`config.mk`:
```
export PLATFORM = sky130hd
export DESIGN_NAME = timer_input_capture_flat
export DESIGN_NICKNAME = d
export VERILOG_FILES = /design/src/rtl/timer_input_capture_pkg.sv /design/src/rtl/timer_input_capture_if.sv /design/src/rtl/timer_input_capture_sync_filter.sv /design/src/rtl/timer_input_capture.sv /design/src/flat_wrapper.sv
export SDC_FILE = /design/constraint.sdc
export NUM_CORES = 1
export LEC_CHECK = 0
export ABC_AREA = 1
export CAP_MARGIN = 30
export CORE_MARGIN = 2
export CORE_UTILIZATION = 44
export CTS_CLUSTER_DIAMETER = 30
export CTS_CLUSTER_SIZE = 30
export DETAILED_ROUTE_END_ITERATION = 16
export PLACE_DENSITY = 0.85
export REMOVE_ABC_BUFFERS = 1
export SYNTH_ARGS = -nofsm -noshare
export SYNTH_HDL_FRONTEND = slang
export SYNTH_SLANG_ARGS = --single-unit
```
`constraint.sdc`:
```
create_clock -name clk -period 2 [get_ports clk]
set_input_delay 0.3 -clock clk [delete_from_list [all_inputs] [get_ports clk]]
set_output_delay 0.3 -clock clk [all_outputs]
set_load 0.03 [all_outputs]
```
`src/rtl/timer_input_capture_pkg.sv`:
```
// Shared encodings for the Timer_1 input-capture channel.
//   edge_sel_e : which pin transitions qualify (none / rising / falling / both)
//   psc_sel_e  : capture on every 1st / 2nd / 4th / 8th qualifying edge
//   psc_last() : terminal prescaler count (N-1) for a prescaler encoding
//   SYNC_SETTLE: cycles the pin pipeline needs before edges can be trusted
package timer_input_capture_pkg;

    typedef enum logic [1:0] {
        EDGE_NONE = 2'b00,
        EDGE_RISE = 2'b01,
        EDGE_FALL = 2'b10,
        EDGE_BOTH = 2'b11
    } edge_sel_e;

    typedef enum logic [1:0] {
        PSC_DIV1 = 2'b00,
        PSC_DIV2 = 2'b01,
        PSC_DIV4 = 2'b10,
        PSC_DIV8 = 2'b11
    } psc_sel_e;

    // sync1 -> sync2 -> prev: three edges before prev agrees with the pin
    localparam int SYNC_SETTLE = 3;

    function automatic logic [2:0] psc_last(input logic [1:0] sel);
        logic [2:0] last;
        last = 3'd0;
        case (sel)
            PSC_DIV1: last = 3'd0;
            PSC_DIV2: last = 3'd1;
            PSC_DIV4: last = 3'd3;
            PSC_DIV8: last = 3'd7;
            default:  last = 3'd0;
        endcase
        return last;
    endfunction

endpackage

```
`src/rtl/timer_input_capture_if.sv`:
```
// Bus bundle between the timer core (master) and the input-capture channel (slave).
//   en, i_signal, i_counter, i_edge_sel, i_psc_sel, i_flag_clr, i_irq_en : master -> channel
//   o_capture, o_capture_flag, o_overcapture, o_irq                       : channel -> master
interface timer_input_capture_if #(
    parameter int WIDTH = 16
);
    logic             en;
    logic             i_signal;
    logic [WIDTH-1:0] i_counter;
    logic [1:0]       i_edge_sel;
    logic [1:0]       i_psc_sel;
    logic             i_flag_clr;
    logic             i_irq_en;
    logic [WIDTH-1:0] o_capture;
    logic             o_capture_flag;
    logic             o_overcapture;
    logic             o_irq;

    modport master (
        output en, i_signal, i_counter, i_edge_sel, i_psc_sel, i_flag_clr, i_irq_en,
        input  o_capture, o_capture_flag, o_overcapture, o_irq
    );

    modport slave (
        input  en, i_signal, i_counter, i_edge_sel, i_psc_sel, i_flag_clr, i_irq_en,
        output o_capture, o_capture_flag, o_overcapture, o_irq
    );
endinterface

```
`src/rtl/timer_input_capture_sync_filter.sv`:
```
// ic_sync_filter: two-flop synchroniser for the asynchronous capture pin, with an
// optional glitch filter enabled by the IC_INPUT_FILTER_EN macro.
//   clk, rst : peripheral clock, async active-high reset
//   i_signal : raw external pin
//   o_f      : synchronised (and, if enabled, filtered) pin level
module ic_sync_filter
`ifdef IC_INPUT_FILTER_EN
#(
    parameter int FILTER_LEN = 4
)
`endif
(
    input  logic clk,
    input  logic rst,
    input  logic i_signal,
    output logic o_f
);

    logic sync1_q;
    logic sync2_q;

    always_ff @(posedge clk or posedge rst) begin
        if (rst) begin
            sync1_q <= 1'b0;
            sync2_q <= 1'b0;
        end else begin
            sync1_q <= i_signal;
            sync2_q <= sync1_q;
        end
    end

`ifdef IC_INPUT_FILTER_EN
    localparam logic [3:0] FLT_LAST = 4'(FILTER_LEN - 1);

    logic       f_q;
    logic [3:0] flt_cnt_q;

    // The output level only follows sync2 once it has disagreed for FILTER_LEN
    // consecutive cycles; any agreement restarts the count.
    always_ff @(posedge clk or posedge rst) begin
        if (rst) begin
            f_q       <= 1'b0;
            flt_cnt_q <= 4'd0;
        end else if (sync2_q == f_q) begin
            flt_cnt_q <= 4'd0;
        end else if (flt_cnt_q == FLT_LAST) begin
            f_q       <= sync2_q;
            flt_cnt_q <= 4'd0;
        end else begin
            flt_cnt_q <= flt_cnt_q + 4'd1;
        end
    end

    assign o_f = f_q;
`else
    assign o_f = sync2_q;
`endif

endmodule

```
`src/rtl/timer_input_capture.sv`:
```
// timer_input_capture: Timer_1 input-capture channel. Detects the selected pin edge,
// prescales qualifying edges and latches the shared timer count on every Nth one.
//   clk, rst : peripheral clock, async active-high reset
//   bus      : timer_input_capture_if.slave (enable, pin, counter, edge/prescaler
//              select, flag clear, irq enable in; capture value, flag, overcapture, irq out)
// Optional feature: IC_INPUT_FILTER_EN adds a FILTER_LEN-cycle glitch filter on the pin.
module timer_input_capture
    import timer_input_capture_pkg::*;
#(
    parameter int WIDTH      = 16,
    parameter int FILTER_LEN = 4
) (
    input  logic                   clk,
    input  logic                   rst,
    timer_input_capture_if.slave   bus
);

`ifdef IC_INPUT_FILTER_EN
    localparam bit FILTER_EN = 1'b1;
`else
    localparam bit FILTER_EN = 1'b0;
`endif
    // With the filter the pin pipeline is FILTER_LEN cycles deeper, so arming waits
    // that much longer; otherwise a pin held high at reset release would still look
    // like a rising edge once it finally emerges from the filter.
    localparam logic [4:0] SETTLE = 5'(SYNC_SETTLE + (FILTER_EN ? FILTER_LEN : 0));

    logic             f;
    logic             prev_q;
    logic [4:0]       settle_q, settle_d;
    logic [2:0]       psc_q, psc_d;
    logic [WIDTH-1:0] capture_q, capture_d;
    logic             flag_q, flag_d;
    logic             ovc_q, ovc_d;
    logic             armed, rise, fall, edge_hit, capture;

`ifdef IC_INPUT_FILTER_EN
    ic_sync_filter #(.FILTER_LEN(FILTER_LEN)) u_sync_filter (
`else
    ic_sync_filter u_sync_filter (
`endif
        .clk      (clk),
        .rst      (rst),
        .i_signal (bus.i_signal),
        .o_f      (f)
    );

    assign armed    = (settle_q == SETTLE);
    assign rise     = f & ~prev_q;
    assign fall     = ~f & prev_q;
    assign edge_hit = armed & bus.en &
                      ((bus.i_edge_sel[0] & rise) | (bus.i_edge_sel[1] & fall));
    // ">=" so that lowering the prescaler below the current count captures on the next edge
    assign capture  = edge_hit & (psc_q >= psc_last(bus.i_psc_sel));

    always_comb begin
        settle_d  = settle_q;
        psc_d     = psc_q;
        capture_d = capture_q;
        flag_d    = flag_q;
        ovc_d     = ovc_q;

        if (!bus.en) begin
            settle_d = 5'd0;
            psc_d    = 3'd0;
        end else begin
            if (!armed) begin
                settle_d = settle_q + 5'd1;
            end
            if (edge_hit) begin
                psc_d = capture ? 3'd0 : psc_q + 3'd1;
            end
        end

        if (bus.i_flag_clr) begin
            flag_d = 1'b0;
            ovc_d  = 1'b0;
        end
        // A capture coinciding with a clear leaves a fresh flag but no overcapture
        if (capture) begin
            capture_d = bus.i_counter;
            flag_d    = 1'b1;
            if (flag_q && !bus.i_flag_clr) begin
                ovc_d = 1'b1;
            end
        end
    end

    always_ff @(posedge clk or posedge rst) begin
        if (rst) begin
            prev_q    <= 1'b0;
            settle_q  <= 5'd0;
            psc_q     <= 3'd0;
            capture_q <= '0;
            flag_q    <= 1'b0;
            ovc_q     <= 1'b0;
        end else begin
            prev_q    <= f;
            settle_q  <= settle_d;
            psc_q     <= psc_d;
            capture_q <= capture_d;
            flag_q    <= flag_d;
            ovc_q     <= ovc_d;
        end
    end

    assign bus.o_capture      = capture_q;
    assign bus.o_capture_flag = flag_q;
    assign bus.o_overcapture  = ovc_q;
    assign bus.o_irq          = flag_q & bus.i_irq_en;

endmodule

```
`src/flat_wrapper.sv`:
```
// flat-port wrapper written by rule: the top's interface ports become plain ports
module timer_input_capture_flat import timer_input_capture_pkg::*;
#(
    parameter int WIDTH      = 16,
    parameter int FILTER_LEN = 4
)
  (clk, rst, bus_en, bus_i_signal, bus_i_counter, bus_i_edge_sel, bus_i_psc_sel, bus_i_flag_clr, bus_i_irq_en, bus_o_capture, bus_o_capture_flag, bus_o_overcapture, bus_o_irq);
  timer_input_capture_if #(.WIDTH(WIDTH)) bus_i ();
  input  logic clk;
  input  logic rst;
  input wire logic [$bits(bus_i.en)-1:0] bus_en;
  input wire logic [$bits(bus_i.i_signal)-1:0] bus_i_signal;
  input wire logic [$bits(bus_i.i_counter)-1:0] bus_i_counter;
  input wire logic [$bits(bus_i.i_edge_sel)-1:0] bus_i_edge_sel;
  input wire logic [$bits(bus_i.i_psc_sel)-1:0] bus_i_psc_sel;
  input wire logic [$bits(bus_i.i_flag_clr)-1:0] bus_i_flag_clr;
  input wire logic [$bits(bus_i.i_irq_en)-1:0] bus_i_irq_en;
  output wire logic [$bits(bus_i.o_capture)-1:0] bus_o_capture;
  output wire logic [$bits(bus_i.o_capture_flag)-1:0] bus_o_capture_flag;
  output wire logic [$bits(bus_i.o_overcapture)-1:0] bus_o_overcapture;
  output wire logic [$bits(bus_i.o_irq)-1:0] bus_o_irq;
  assign bus_i.en = bus_en;
  assign bus_i.i_signal = bus_i_signal;
  assign bus_i.i_counter = bus_i_counter;
  assign bus_i.i_edge_sel = bus_i_edge_sel;
  assign bus_i.i_psc_sel = bus_i_psc_sel;
  assign bus_i.i_flag_clr = bus_i_flag_clr;
  assign bus_i.i_irq_en = bus_i_irq_en;
  assign bus_o_capture = bus_i.o_capture;
  assign bus_o_capture_flag = bus_i.o_capture_flag;
  assign bus_o_overcapture = bus_i.o_overcapture;
  assign bus_o_irq = bus_i.o_irq;
  timer_input_capture #(.WIDTH(WIDTH), .FILTER_LEN(FILTER_LEN)) u_core (.clk(clk), .rst(rst), .bus(bus_i));
endmodule
```
==> flow_metrics.py <==
metrics = {
    "status": {
        "status": "finished with violations",
        "failed_checks": "design-rule violations",
    },
    "place": {
        "place_ws_ns": -0.0556,
        "dp_cells": 221,
        "io_buffer_count": 44,
        "hpwl_um": 2350,
        "gp_congestion": 0.766,
    },
    "hold_path": {
        "worstHoldPathType": "primary input to async pin",
    },
    "drt": {
        "route.met2.wl_um": 1570,
        "vias_per_cell": 5.04,
        "wire_per_inst_um": 13.3,
        "wl_met1_um": 1260,
        "routed.top_layer": "met4",
        "drcViolationCount": 3,
        "firstDrtPassIters": 10,
        "via_count": 1155,
        "drt_iter0_drc": 40,
        "ant_nets": 0,
        "drt-total-wl_um": 3060,
        "met3_length_um": 174,
    },
    "setup_path": {
        "critPathTopFamily": "buffers and inverters",
        "crit_arrival_ns": 1.51,
        "path_common_cell": "clkdlybuf4s50_1",
        "cp_slowest_cell": "clkdlybuf4s50_1",
        "critPathKind": "primary input to output port",
        "cp_max_fo": 1,
        "required_ns": 1.70,
        "path_cells": "clkdlybuf4s50_1, nand2_1, inv_1, clkdlybuf4s50_1",
        "start_kind": "primary input",
        "worst-path-buf-inv": 3,
        "endpoint_kind": "output port",
        "max_stage_delay_ns": 0.65,
    },
    "synth": {
        "syn_inst": 144,
        "synth_seq_area_share_pct": 55.0,
        "synth_edf_count": 0,
        "synth_seq_cells": 29,
        "synth_largest_area_cell": "dfrtp_1",
        "synth.top_cell.area_share_pct": 55.0,
        "synth_area_mm2": 0.00132,
        "synth-async-reset-ratio_pct": 100,
        "ys_types": 21,
        "yosys-top-cells-count": "nand2_1, dfrtp_1, nand3_1, inv_1, ha_1",
        "ys_top_cells_by_area": "dfrtp_1, nand2_1, nand3_1, ha_1, inv_1",
        "synth_warnings": 0,
        "syn_avg_cell_area_um2": 9.17,
        "synth_top_flop_cell": "dfrtp_1",
        "post-synth-top-count-cell": "nand2_1",
    },
    "clock_network": {
        "path_clk_slew_ns": 0.10,
        "cts_root_buffer": "clkbuf_4",
        "cts_setup_buffers": 0,
        "clk_path_buf_depth": 2,
        "cts_resized": 0,
        "cts_made_buffers": 5,
        "cts_hold_buf": 0,
        "clk_latency_ns": 0.33,
        "cts_tree": "done",
        "cts.sinks": 29,
        "cts_max_level": 2,
    },
    "timing": {
        "relSlewSlack_pct": 70.2,
        "post-route-period-util_pct": 90.4,
        "fin_crit_ns": 1.81,
        "finalSetupViolCount": 0,
        "fmax_mhz": 553,
        "hold_violations": 0,
        "fin_ws_ns": 0.191,
        "rsz0062_at_grt": "no",
        "clock_skew_ns": 0.00848,
        "totalNegativeSetupSlack_ns": 0,
        "finalMaxSlewViolations": 0,
        "max_slew.worst_pin.slew_ns": 0.447,
    },
    "layout": {
        "drive_gt1_share_pct": 9.60,
        "utilization_pct": 67.5,
        "fin_nets": 228,
        "stdcell_count": 229,
        "area_growth_pct": 43.5,
        "n_antenna_cell": 0,
    },
    "global_route": {
        "antenna_found_initial": 0,
        "grt.total_usage_pct": 19.6,
        "grt_start_max_net_pins": 19,
        "grt_pass1_vias": 1190,
        "grt_first_pass_wirelength_um": 4980,
        "overflow": 0,
    },
    "floorplanning": {
        "start_util_pct": 47.1,
        "rows": 19,
        "dieArea_mm2": 0.00345,
        "chipWidth_um": 58.8,
        "dieHeight_um": 58.8,
        "coreArea_mm2": 0.00281,
        "ios": 45,
    },
    "power_and_ir_drop": {
        "power.leakage_nw": 1.01,
        "power_mw": 1.69,
        "ir_drop_uv": 758,
        "p_per_area_mw_per_mm2": 890,
    },
    "flow_run": {
        "max_cap_violations": 0,
    },
}
==> per-layer routing <==
| metal | up-vias | track usage [%] |
|---|---|---|
| met5 | - | 0 |
| met4 | 0 | 8.12 |
| met3 | 4 | 8.13 |
| met2 | 34 | 32.9 |
| met1 | 549 | 21.9 |
| li1 | 568 | - |
==> power breakdown <==
group	leakage [nW]	total [mW]	internal [mW]	switching, mW
Sequential	0.393	0.727	0.667	0.0601
Clock	0.0455	0.504	0.298	0.206
Combinational	0.575	0.455	0.204	0.251
Total	1.01	1.69	1.17	0.517
==> state kept, by name (all words and copies together), names as in the netlist <==
register and cells:
u_core.u_sync_filter.sync1_q 1, u_core.bus.o_capture_flag 1, u_core.u_sync_filter.o_f 1, u_core.psc_q 3, u_core.bus.o_capture 16, u_core.prev_q 1
u_core.settle_q 5, u_core.bus.o_overcapture 1
==> kinds of logic after synthesis <==
logic type               synth area share [%]
XOR/XNOR                                 2.65
flip-flops                               55.0
AND/OR/NAND/NOR                          29.1
buffers and inverters                    6.63
adder cells (fa/ha/maj)                  4.74
AO/OA/AOI/OAI                            1.90
==> through the flow <==
| stage | cell area [µm²] | hold WS, ns |
|---|---|---|
| after floorplan | 1280 | 0.331 |
| after global routing | 1890 | 0.307 |
| after detailed placement | 1810 | 0.348 |
| final | 1890 | 0.266 |
| after global placement | 1810 | 0.338 |
| after CTS | 1890 | 0.274 |
==> placed cells by master, fill, tap and decap left out <==
master / count
clkbuf_4: 5
or2_2: 1
a21oi_1: 3
clkdlybuf4s50_1: 44
nor2_1: 4
nand4_2: 1
inv_1: 14
o21ai_0: 2
nand4_1: 2
nand2_4: 1
nand2_1: 45
nand3_2: 1
ha_1: 5
clkbuf_1: 1
nor3_1: 1
clkbuf_8: 1
buf_4: 6
nor2_4: 1
nand3_1: 25
xnor2_1: 1
bufinv_16: 1
nor2_2: 1
dfrtp_1: 29
xor2_1: 3
==> final timing paths <==
path	from	to	slack (ns)	cells after the start
max	bus_i_irq_en	bus_o_irq	0.19	4
min	rst	u_core.settle_q[0]	0.27	2
max reg2reg	u_core.settle_q[0]	u_core.bus.o_capture[7]	0.40	6
min reg2reg	u_core.u_sync_filter.sync1_q	u_core.u_sync_filter.o_f	0.36	0
max in group asynchronous	rst	u_core.bus.o_capture[1]	1.13	3
min in group clk	u_core.u_sync_filter.sync1_q	u_core.u_sync_filter.o_f	0.36	0
==> worst reg2reg max path, stage by stage (launching register included) <==
cell and delay, ns:
dfrtp_1 0.42, ha_1 0.27, nand4_2 0.18, nor2_4 0.27, buf_4 0.24, nand3_1 0.09, nand2_1 0.08
==> final cells by class <==
type,count,area [µm²]
fill,214,911
sequential,29,726
multi-input combinational,97,507
timing repair buffer,50,485
clock buffer,7,55.1
inverter,14,52.6
tap,31,38.8
clock inverter,1,30.0
No activity file was read; power rests on OpenSTA's default activity.
